### src/rtl/seg_scan_counter_pkg.sv
// seg_pkg: shared constants, digit-index type and helpers for the seg_scan_counter slice.
package seg_pkg;

    localparam int NUM_DIGITS = 4;
    localparam logic [3:0] BCD_MAX = 4'd9;
    localparam logic [3:0] BLANK_CODE = 4'hF;

    typedef logic [1:0] dig_idx_t;

    function automatic logic [NUM_DIGITS-1:0] onehot(input dig_idx_t idx);
        onehot = '0;
        onehot[idx] = 1'b1;
    endfunction

    function automatic logic bcd_valid(input logic [4*NUM_DIGITS-1:0] v);
        bcd_valid = 1'b1;
        for (int i = 0; i < NUM_DIGITS; i++)
            bcd_valid &= (v[4*i +: 4] <= BCD_MAX);
    endfunction

endpackage

### src/rtl/seg_scan_counter_if.sv
// seg_scan_counter_if: control strobes, count status and display-scan lines of seg_scan_counter.
interface seg_scan_counter_if;
    logic        inc;
    logic        up_dn;
    logic        clr;
    logic        load;
    logic [15:0] load_val;
    logic [15:0] count;
    logic        carry;
    logic        load_err;
    logic [3:0]  sin;
    logic [3:0]  dig_sel;

    modport master (
        output inc, up_dn, clr, load, load_val,
        input  count, carry, load_err, sin, dig_sel
    );

    modport slave (
        input  inc, up_dn, clr, load, load_val,
        output count, carry, load_err, sin, dig_sel
    );
endinterface

### src/rtl/seg_scan_counter_bcd_digit.sv
// bcd_digit: one registered BCD cell; co is the combinational carry/borrow into the next cell.
module bcd_digit
    import seg_pkg::*;
(
    input  logic       clk,
    input  logic       rst_n,
    input  logic       step,
    input  logic       up_dn,
    input  logic       clr,
    input  logic       load,
    input  logic [3:0] load_val,
    output logic [3:0] digit,
    output logic       co
);
    logic [3:0] digit_q, digit_d;
    logic       wrap;

    always_comb begin
        wrap    = up_dn ? (digit_q == BCD_MAX) : (digit_q == 4'd0);
        digit_d = clr   ? 4'd0 :
                  load  ? load_val :
                  !step ? digit_q :
                  wrap  ? (up_dn ? 4'd0 : BCD_MAX) :
                  up_dn ? digit_q + 4'd1 : digit_q - 4'd1;
    end

    always_ff @(posedge clk or negedge rst_n)
        if (!rst_n) digit_q <= 4'd0;
        else        digit_q <= digit_d;

    assign digit = digit_q;
    assign co    = step && !clr && !load && wrap;
endmodule

### src/rtl/seg_scan_counter.sv
// seg_scan_counter: 4-digit BCD up/down counter with a time-multiplexed digit scanner.
// Define SEG_SCAN_BLANK_LZ_EN to blank leading zeros on digits 1..3.
module seg_scan_counter
    import seg_pkg::*;
#(
    parameter int SCAN_DIV = 50000,
    parameter int CNT_W    = 20
)
(
    input logic clk,
    input logic rst_n,
    seg_scan_counter_if.slave bus
);
    logic [CNT_W-1:0]    pre_q, pre_d;
    dig_idx_t            idx_q, idx_d;
    logic                carry_q, carry_d;
    logic                load_err_q, load_err_d;
    logic [3:0]          sin_q, sin_d;
    logic [3:0]          dig_sel_q, dig_sel_d;
    logic [15:0]         count;
    logic [NUM_DIGITS:0] step;
    logic                load_ok;
    logic                pre_term;
    logic [3:0]          nib;

    // clr and any load (even a rejected one) suppress inc for the cycle
    assign load_ok = bus.load && bcd_valid(bus.load_val);
    assign step[0] = bus.inc && !bus.clr && !bus.load;

    for (genvar i = 0; i < NUM_DIGITS; i++) begin : g_dig
        bcd_digit u_dig (
            .clk      (clk),
            .rst_n    (rst_n),
            .step     (step[i]),
            .up_dn    (bus.up_dn),
            .clr      (bus.clr),
            .load     (load_ok),
            .load_val (bus.load_val[4*i +: 4]),
            .digit    (count[4*i +: 4]),
            .co       (step[i+1])
        );
    end

    always_comb begin
        pre_term   = (pre_q == CNT_W'(SCAN_DIV - 1));
        pre_d      = pre_term ? '0 : pre_q + 1'b1;
        idx_d      = pre_term ? idx_q + 1'b1 : idx_q;
        carry_d    = step[NUM_DIGITS];
        load_err_d = bus.load && !bus.clr && !bcd_valid(bus.load_val);
        nib        = count[4*idx_q +: 4];
`ifdef SEG_SCAN_BLANK_LZ_EN
        sin_d      = (idx_q != 2'd0 && (count >> (4*idx_q)) == 16'd0) ? BLANK_CODE : nib;
`else
        sin_d      = nib;
`endif
        dig_sel_d  = onehot(idx_q);
    end

    always_ff @(posedge clk or negedge rst_n) begin
        if (!rst_n) begin
            pre_q      <= '0;
            idx_q      <= '0;
            carry_q    <= 1'b0;
            load_err_q <= 1'b0;
            sin_q      <= 4'd0;
            dig_sel_q  <= 4'b0001;
        end else begin
            pre_q      <= pre_d;
            idx_q      <= idx_d;
            carry_q    <= carry_d;
            load_err_q <= load_err_d;
            sin_q      <= sin_d;
            dig_sel_q  <= dig_sel_d;
        end
    end

    assign bus.count    = count;
    assign bus.carry    = carry_q;
    assign bus.load_err = load_err_q;
    assign bus.sin      = sin_q;
    assign bus.dig_sel  = dig_sel_q;
endmodule

### src/flat_wrapper.sv
// flat-port wrapper written by rule: the top's interface ports become plain ports
module seg_scan_counter_flat import seg_pkg::*;
#(
    parameter int SCAN_DIV = 50000,
    parameter int CNT_W    = 20
)
  (clk, rst_n, bus_inc, bus_up_dn, bus_clr, bus_load, bus_load_val, bus_count, bus_carry, bus_load_err, bus_sin, bus_dig_sel);
  seg_scan_counter_if bus_i ();
  input logic clk;
  input logic rst_n;
  input wire logic [$bits(bus_i.inc)-1:0] bus_inc;
  input wire logic [$bits(bus_i.up_dn)-1:0] bus_up_dn;
  input wire logic [$bits(bus_i.clr)-1:0] bus_clr;
  input wire logic [$bits(bus_i.load)-1:0] bus_load;
  input wire logic [$bits(bus_i.load_val)-1:0] bus_load_val;
  output wire logic [$bits(bus_i.count)-1:0] bus_count;
  output wire logic [$bits(bus_i.carry)-1:0] bus_carry;
  output wire logic [$bits(bus_i.load_err)-1:0] bus_load_err;
  output wire logic [$bits(bus_i.sin)-1:0] bus_sin;
  output wire logic [$bits(bus_i.dig_sel)-1:0] bus_dig_sel;
  assign bus_i.inc = bus_inc;
  assign bus_i.up_dn = bus_up_dn;
  assign bus_i.clr = bus_clr;
  assign bus_i.load = bus_load;
  assign bus_i.load_val = bus_load_val;
  assign bus_count = bus_i.count;
  assign bus_carry = bus_i.carry;
  assign bus_load_err = bus_i.load_err;
  assign bus_sin = bus_i.sin;
  assign bus_dig_sel = bus_i.dig_sel;
  seg_scan_counter #(.SCAN_DIV(SCAN_DIV), .CNT_W(CNT_W)) u_core (.clk(clk), .rst_n(rst_n), .bus(bus_i));
endmodule
### config.mk
export PLATFORM = sky130hd
export DESIGN_NAME = seg_scan_counter_flat
export DESIGN_NICKNAME = d
export VERILOG_FILES = /design/src/rtl/seg_scan_counter_pkg.sv /design/src/rtl/seg_scan_counter_if.sv /design/src/rtl/seg_scan_counter_bcd_digit.sv /design/src/rtl/seg_scan_counter.sv /design/src/flat_wrapper.sv
export SDC_FILE = /design/constraint.sdc
export NUM_CORES = 1
export LEC_CHECK = 0
export CAP_MARGIN = 20
export CORE_ASPECT_RATIO = 1.2
export CORE_UTILIZATION = 41
export CTS_CLUSTER_SIZE = 28
export DETAILED_ROUTE_END_ITERATION = 10
export HOLD_SLACK_MARGIN = 0.02
export PLACE_DENSITY = 0.7
export REMOVE_ABC_BUFFERS = 1
export SLEW_MARGIN = 20
export SYNTH_ARGS = -nofsm -noshare
export SYNTH_HDL_FRONTEND = slang
export SYNTH_SLANG_ARGS = --single-unit
export TNS_END_PERCENT = 20
### constraint.sdc
create_clock -name clk -period 5.4 [get_ports clk]
set_clock_uncertainty 0.15 [all_clocks]
set_input_delay 0.81 -clock clk [delete_from_list [all_inputs] [get_ports clk]]
set_output_delay 0.81 -clock clk [all_outputs]
set_load 0.01 [all_outputs]
==> results of run 1 <==
cell families after synthesis:
logic type               after synthesis  synth area share [%]
AO/OA/AOI/OAI                         57                  14.3
flip-flops                            48                  41.5
buffers and inverters                 28                  4.41
XOR/XNOR                              27                  8.16
AND/OR/NAND/NOR                      107                  18.7
adder cells (fa/ha/maj)               17                  8.38
multiplexers                           8                  4.49
per-stage QoR:
stage	cell area, um2	setup slack, ns	std cells	hold slack [ns]	total power, mW
2_1_floorplan	2830	2.70	280	0.287	0.460
3_3_place_gp	3420	1.78	416	0.317	0.528
3_5_place_dp	3420	1.64	416	0.316	0.531
4_1_cts	3540	1.98	424	0.338	0.808
5_1_grt	3540	1.80	424	0.367	0.833
6_report	3540	1.95	424	0.345	0.800
Yosys cell counts (all sizes together), types with 2 or more instances:
cell     instances
dfrtp           47
nor2            32
inv             16
nand2           15
nand3           15
xnor2           15
a211oi          14
ha              13
a21oi           12
xor2            12
and3             9
buf              8
nor3             7
nand4            6
o21ai            6
and4             4
clkbuf           4
fa               4
mux2i            4
mux4             4
nand2b           4
nor4             4
or3              3
a21boi           2
a21o             2
a31o             2
and2             2
o21a             2
o2bb2ai          2
or2              2
where the power goes:
| part | switching, mW | leakage (nW) | internal [mW] |
|---|---|---|---|
| registers | 0.0195 | 0.645 | 0.369 |
| logic | 0.0684 | 0.805 | 0.0679 |
| clock network | 0.124 | 0.0614 | 0.152 |
final cells by class:
type,count,area share [%]
inverters,16,1.70
repair buffers,49,13.6
clock inverters,2,1.10
flip-flops and latches,48,33.9
multi-input cells,216,44.2
clock buffers,6,2.33
well taps,87,3.07
worst max-delay path: stages:
cell and delay, ns:
clkdlybuf4s50_1 0.45, buf_4 0.31, inv_1 0.27, ha_1 0.39
a21oi_1 0.30, a21oi_1 0.12, a211o_1 0.30, a221o_1 0.31
a311oi_1 0.24
registers in the layout (all words and copies together) (netlist names):
signal                    count
u_core.bus.carry              1
u_core.bus.dig_sel            4
u_core.bus.load_err           1
u_core.bus.sin                4
u_core.g_dig.u_dig.digit     16
u_core.idx_q                  2
u_core.pre_q                 20
path summary, 6_finish.rpt:
kind,startpoint,endpoint,slack [ns],cells after the start
min reg2reg,u_core.pre_q[10]$_DFF_PN0_,u_core.pre_q[10]$_DFF_PN0_,0.34,1
max,bus_up_dn,u_core.g_dig[0].u_dig.digit[3]$_DFFE_PN0P_,1.95,9
max in group asynchronous,rst_n,u_core.g_dig[3].u_dig.digit[1]$_DFFE_PN0P_,4.32,1
max reg2reg,u_core.g_dig[0].u_dig.digit[2]$_DFFE_PN0P_,u_core.g_dig[0].u_dig.digit[3]$_DFFE_PN0P_,3.06,6
min,u_core.pre_q[10]$_DFF_PN0_,u_core.pre_q[10]$_DFF_PN0_,0.34,1
min in group asynchronous,rst_n,u_core.pre_q[4]$_DFF_PN0_,0.35,1
metal layers:
metal	GRT usage, %	up-vias	wire length [um]
met5	0	-	0
met4	6.94	0	93
met3	3.69	6	272
met2	33.9	64	3440
met1	25.2	1212	2900
li1	-	1138	-
==> results.json, run 1 <==
{
  "cp_max_fo": 32,
  "num_vias": 2420,
  "drt-initial-drc-count": 162,
  "ys_async_sr_fraction_pct": 100,
  "ys_seq_area_share_pct": 41.5,
  "drc_errors": 0,
  "total_leakage_power_nw": 1.51,
  "clk_pin_slew_worst_paths_ns": 0.09,
  "netlist_instances": 292,
  "fin_crit_sh_pct": 63.8,
  "status": "completed",
  "antenna_left": 0,
  "yosysTopAreaCell": "dfrtp_1",
  "rows": 33,
  "fillerInstances": 632,
  "synth_cell_type_count": 57,
  "overflow": 0,
  "holdBufCountCts": 0,
  "setup_viol_count_final": 0,
  "post_synth.cell_area_avg_um2": 9.92,
  "wl_um": 6700,
  "cts_tree": "built",
  "ys_ff_latch": 48,
  "portBuffers": 47,
  "antenna_cells": 0,
  "syn_area_mm2": 0.00290,
  "syn2layout_area_growth_pct": 22.3,
  "cts_setup_buffers": 0,
  "ctsHtreeMaxLevel": 2,
  "fin_crit_ns": 3.45,
  "ir_worst_vdd_uv": 100,
  "cts_buffers": 5,
  "cts.sinks": 48,
  "tns_ns": 0,
  "cts_root_buffer": "clkbuf_8",
  "grt_pass1_wl_um": 11500,
  "vias_per_cell": 5.71,
  "hpwl_um": 4850,
  "dieArea_mm2": 0.00741,
  "drt_pass1_iterations": 4,
  "pin_count": 48,
  "drive_above_1_share_pct": 5.93,
  "seqCellArea_mm2": 0.00120,
  "drt-wirelength-per-cell_um": 15.8,
  "tightest_slew_ns": 0.991,
  "cp.required_ns": 5.45,
  "startpoint_type": "input port",
  "die_w_um": 78.7,
  "critical_path_class": "in2reg",
  "final_util_pct": 52.0,
  "cap_violations": 0,
  "core_mm2": 0.00681,
  "synth_edf_count": 0,
  "grt_max_degree": 49,
  "grt_pass1_vias": 2451,
  "hold_path.class": "reg2reg",
  "yosysWarnings": 0,
  "multi_input_area_mm2": 0.00157,
  "start_util_pct": 42.5,
  "grtUsageTotal_pct": 19.9,
  "clk_latency_ns": 0.30,
  "rsz0062_at_grt": "no",
  "mostFrequentLayoutCells": "dfrtp_1 (47), clkdlybuf4s50_1 (46), nor2_1 (32)",
  "hold_viol": 0,
  "slew_viol_final": 0,
  "die_h_um": 94.1,
  "clockBufferDepth": 2,
  "max_slew_margin_pct": 34.0,
  "synth_area_leaders": "dfrtp_1 (41%), ha_1 (5.6%), xnor2_1 (4.5%), nor2_1 (4.1%), xor2_1 (3.6%)",
  "synth_top_area_share_pct": 40.6,
  "worstPathArrival_ns": 3.50,
  "antenna_found_initial": 0,
  "power_per_cell_area_mw_per_mm2": 226,
  "synth_ff_type": "dfrtp_1",
  "end_kind": "register",
  "routabilityCongestion": 0.874,
  "cts_resized": 0,
  "nets": 375,
  "fmax_mhz": 290,
  "final_common_cell": "dfrtp_1"
}
No activity file was read; power rests on OpenSTA's default activity.
==> inputs of run 2 (changes only) <==
clock period = 3.45 ns   (was 5.4 ns; I/O delays follow)
==> results.json, run 2 (synthesis gave the netlist of run 1 again) <==
{
  "max_slew_margin_pct": 45.1,
  "cp.required_ns": 3.51,
  "dp_cells": 418,
  "multi_input_area_mm2": 0.00157,
  "cts_root_buffer": "clkbuf_8",
  "antenna_cells": 0,
  "critical_path_class": "in2reg",
  "fin_cells": 426,
  "clockBufferDepth": 2,
  "critPathBufInv": 2,
  "grt_max_degree": 49,
  "crit_chain": "clkdlybuf4s50_1 -> inv_1 -> ha_1 -> a21oi_1 -> a21oi_1 -> a211o_1 -> a221o_1 -> a311oi_1",
  "syn2layout_area_growth_pct": 21.9,
  "holdBufCountCts": 0,
  "hpwl_um": 4860,
  "crit_path_frequent_cell": "a21oi_1",
  "vias_per_cell": 5.70,
  "cts_buffers": 5,
  "rsz0062_at_grt": "no",
  "dieArea_mm2": 0.00741,
  "end_kind": "register",
  "largest_reg_flops": 20,
  "mostFrequentLayoutCells": "dfrtp_1 (47), clkdlybuf4s50_1 (46), nor2_1 (32)",
  "grt_pass1_vias": 2369,
  "cp_slowest_cell": "clkdlybuf4s50_1",
  "seqCellArea_mm2": 0.00120,
  "slew_viol_final": 0,
  "grtUsageTotal_pct": 19.9,
  "drt-initial-drc-count": 107,
  "fillerInstances": 656,
  "portBuffers": 47,
  "clk_pin_slew_worst_paths_ns": 0.09,
  "tightest_slew_ns": 0.823,
  "ctsHtreeMaxLevel": 2,
  "die_w_um": 78.7,
  "antenna_found_initial": 0,
  "nets": 377,
  "cp_max_fo": 11,
  "critPathTopFamily": "compound AO/OA/AOI/OAI gates",
  "worstPathArrival_ns": 2.88,
  "cts_tree": "built",
  "fin_crit_sh_pct": 81.6,
  "clk_latency_ns": 0.30,
  "drc_errors": 0,
  "ir_worst_vdd_uv": 196,
  "die_h_um": 94.1,
  "cts.sinks": 48,
  "start_util_pct": 42.5,
  "cts_setup_buffers": 0,
  "fmax_mhz": 355,
  "drive_above_1_share_pct": 6.19,
  "wl_um": 6780,
  "cts_resized": 0,
  "core_mm2": 0.00681,
  "cap_violations": 0,
  "routabilityCongestion": 0.873,
  "hold_viol": 0,
  "pin_count": 48,
  "status": "completed",
  "num_vias": 2428,
  "max_stage_delay_ns": 0.42,
  "rows": 33,
  "final_common_cell": "dfrtp_1",
  "largest_register": "u_core.pre_q",
  "total_leakage_power_nw": 1.50,
  "startpoint_type": "input port",
  "grt_pass1_wl_um": 11300,
  "drt-wirelength-per-cell_um": 15.9,
  "power_per_cell_area_mw_per_mm2": 332,
  "drt_pass1_iterations": 4,
  "hold_path.class": "in2async",
  "fin_crit_ns": 2.82,
  "antenna_left": 0,
  "overflow": 0,
  "setup_viol_count_final": 0,
  "tns_ns": 0
}
run 2: cell types whose count changed in the layout (fill, tap and decap cells not counted), sizes merged:
cell | before | now
clkinv | 1 | 0
clkinvlp | 0 | 1
bufinv | 1 | 0
clkbuf | 6 | 7
buf | 3 | 5
run 2: layout make-up:
class	count	area share (%)
multi-input cells	216	44.4
flip-flops and latches	48	34.1
repair buffers	51	14.1
well taps	87	3.08
clock buffers	7	2.45
inverters	16	1.70
clock inverters	1	0.213
run 2: where the power goes:
part           total [mW]  switching (mW)  internal, mW
clock network       0.348           0.185         0.163
logic               0.215           0.107         0.108
registers           0.608          0.0307         0.578
total                1.17           0.323         0.848
run 2: through the flow:
step	cell area (um2)	util (%)	hold slack (ns)	setup slack [ns]	power, mW
floorplan	2830	-	0.0719	1.04	0.720
global route	3530	51.8	0.113	0.473	1.23
CTS	3530	51.8	0.288	0.658	1.19
detailed placement	3430	50.4	0.333	0.337	0.832
finish	3530	51.8	0.0788	0.634	1.17
global placement	3430	50.4	0.316	0.445	0.828
run 2: routing by layer:
metal / part of all wire [%] / routed length, um / track usage (%) / vias to the layer above
li1: - / - / - / 1144
met1: 44 / 2960 / 24.7 / 1187
met2: 50 / 3410 / 34.4 / 90
met3: 5.0 / 340 / 3.88 / 7
met4: 0.93 / 63 / 6.48 / 0
met5: 0 / 0 / 0 / -
run 2: path summary, 6_finish.rpt:
kind / end / slack (ns) / from / cells after the start
worst max register to register: u_core.g_dig[0].u_dig.digit[3]$_DFFE_PN0P_ / 1.12 / u_core.g_dig[0].u_dig.digit[2]$_DFFE_PN0P_ / 6
worst min register to register: u_core.pre_q[0]$_DFF_PN0_ / 0.34 / u_core.pre_q[0]$_DFF_PN0_ / 1
min in group clk: u_core.pre_q[0]$_DFF_PN0_ / 0.34 / u_core.pre_q[0]$_DFF_PN0_ / 1
max in group asynchronous: u_core.pre_q[3]$_DFF_PN0_ / 2.67 / rst_n / 1
worst min-delay path: u_core.pre_q[6]$_DFF_PN0_ / 0.08 / rst_n / 1
worst max-delay path: u_core.g_dig[0].u_dig.digit[3]$_DFFE_PN0P_ / 0.63 / bus_up_dn / 8
run 2: worst reg2reg max path: cells and delay by family (launching register included):
kind                     cells  cell delay [ns]
adder cells (fa/ha/maj)      1             0.38
AO/OA/AOI/OAI                5             1.27
flip-flops                   1             0.46
==> inputs of run 3 (changes only) <==
clock period = 2.8 ns   (was 3.45 ns; I/O delays follow)
==> results.json, run 3 (synthesis gave the netlist of run 1 again) <==
{
  "status": "completed",
  "largest_register": "u_core.pre_q",
  "antenna_left": 0,
  "cts_tree": "built",
  "fmax_mhz": 391,
  "pin_count": 48,
  "num_vias": 2427,
  "cp_max_fo": 4,
  "hold_path.class": "reg2reg",
  "p_int_mw": 1.12,
  "clockBufferDepth": 2,
  "max_slew_margin_pct": 61.1,
  "routabilityCongestion": 0.928,
  "cts_setup_buffers": 0,
  "cp_slowest_cell": "clkdlybuf4s50_1",
  "cts.sinks": 48,
  "clk_latency_ns": 0.30,
  "switchingPower_uw": 400,
  "rsz0062_at_grt": "no",
  "grt_pass1_wl_um": 11500,
  "crit_path_frequent_cell": "a21oi_1",
  "dieArea_mm2": 0.00741,
  "holdBufCountCts": 1,
  "cts_root_buffer": "clkbuf_8",
  "cp.required_ns": 2.86,
  "nets": 388,
  "fin_crit_sh_pct": 91.3,
  "drt_pass1_iterations": 5,
  "slew_viol_final": 0,
  "wl_um": 6870,
  "portBuffers": 47,
  "die_w_um": 78.7,
  "antenna_found_initial": 0,
  "drive_above_1_share_pct": 8.86,
  "vias_per_cell": 5.55,
  "die_h_um": 94.1,
  "mostFrequentLayoutCells": "dfrtp_1 (47), clkdlybuf4s50_1 (46), nor2_1 (32)",
  "grt_max_degree": 28,
  "hold_viol": 0,
  "cts_resized": 0,
  "critPathBufInv": 2,
  "final_util_pct": 53.4,
  "worstPathArrival_ns": 2.62,
  "syn2layout_area_growth_pct": 25.6,
  "comb_power_share_pct": 18.8,
  "core_mm2": 0.00681,
  "power_per_cell_area_mw_per_mm2": 419,
  "fin_hold_ws_ns": 0.337,
  "fin_crit_ns": 2.56,
  "final_common_cell": "dfrtp_1",
  "crit_chain": "clkdlybuf4s50_1 -> inv_1 -> ha_1 -> a21oi_1 -> a21oi_1 -> a211o_1 -> a221o_1 -> a311oi_1",
  "setup_viol_count_final": 0,
  "cts_buffers": 5,
  "critical_path_class": "in2reg",
  "drc_errors": 0,
  "start_util_pct": 42.5,
  "end_kind": "register",
  "seq_power_share_pct": 49.0,
  "largest_reg_flops": 20,
  "cap_violations": 0,
  "total_leakage_power_nw": 1.57,
  "grtUsageTotal_pct": 20.2,
  "drt-initial-drc-count": 88,
  "antenna_cells": 0,
  "tightest_slew_ns": 0.584,
  "max_stage_delay_ns": 0.51,
  "ctsHtreeMaxLevel": 2,
  "p_total_mw": 1.52,
  "overflow": 0,
  "pwr-share-clk_pct": 32.2,
  "critPathTopFamily": "compound AO/OA/AOI/OAI gates",
  "ir_worst_vdd_uv": 298,
  "drt-wirelength-per-cell_um": 15.7,
  "hpwl_um": 5080,
  "rows": 33,
  "switching_share_pct": 26.2,
  "clk_pin_slew_worst_paths_ns": 0.09,
  "grt_pass1_vias": 2428,
  "startpoint_type": "input port"
}
[run 3: final timing paths]
kind	cells past startpoint	end	slack, ns	startpoint
hold reg to reg	1	u_core.pre_q[19]$_DFF_PN0_	0.34	u_core.pre_q[19]$_DFF_PN0_
min in group asynchronous	2	u_core.pre_q[13]$_DFF_PN0_	0.50	rst_n
setup reg to reg	6	u_core.g_dig[0].u_dig.digit[3]$_DFFE_PN0P_	0.52	u_core.g_dig[0].u_dig.digit[2]$_DFFE_PN0P_
max in group asynchronous	3	u_core.pre_q[6]$_DFF_PN0_	1.30	rst_n
hold / removal	1	u_core.pre_q[19]$_DFF_PN0_	0.34	u_core.pre_q[19]$_DFF_PN0_
setup / recovery	8	u_core.g_dig[0].u_dig.digit[3]$_DFFE_PN0P_	0.24	bus_up_dn
[run 3: worst register-to-register path, cell delays in order (launching register included)]
cell and delay [ns]:
dfrtp_1 0.42, ha_1 0.35, a21oi_1 0.29, a21oi_1 0.12, a211o_1 0.29, a221o_1 0.31, a311oi_1 0.24
[run 3: final cells by class]
class	count	area, um2
Clock buffer	6	72.6
Clock inverter	2	35.0
Fill cell	625	3170
Inverter	16	60.1
Multi-Input combinational cell	216	1570
Sequential cell	48	1200
Tap cell	87	109
Timing Repair Buffer	62	593
[run 3: per-stage QoR]
step / instances / setup WS (ns) / area [um2] / setup TNS, ns
after floorplan: 280 / 0.470 / 2830 / 0
final: 437 / 0.245 / 3640 / 0
after CTS: 437 / 0.251 / 3640 / 0
after global routing: 437 / 0.121 / 3640 / 0
after global placement: 428 / 0.0201 / 3520 / 0
after detailed placement: 428 / -0.0484 / 3520 / -0.0484
[run 3: metal layers]
layer | part of all wire, % | track usage (%) | up-vias
met3 | 4.7 | 2.82 | 16
li1 | - | - | 1166
met5 | 0 | 0 | -
met2 | 48 | 33.6 | 80
met1 | 44 | 26.2 | 1165
met4 | 2.8 | 8.33 | 0
[run 3: power by group through the flow]
stage	Clock (mW)	Sequential (mW)	Combinational (mW)
after global placement	0	0.760	0.280
after CTS	0.514	0.746	0.286
final	0.491	0.746	0.286
after global routing	0.542	0.750	0.315
after detailed placement	0	0.759	0.283
after floorplan	0	0.759	0.128
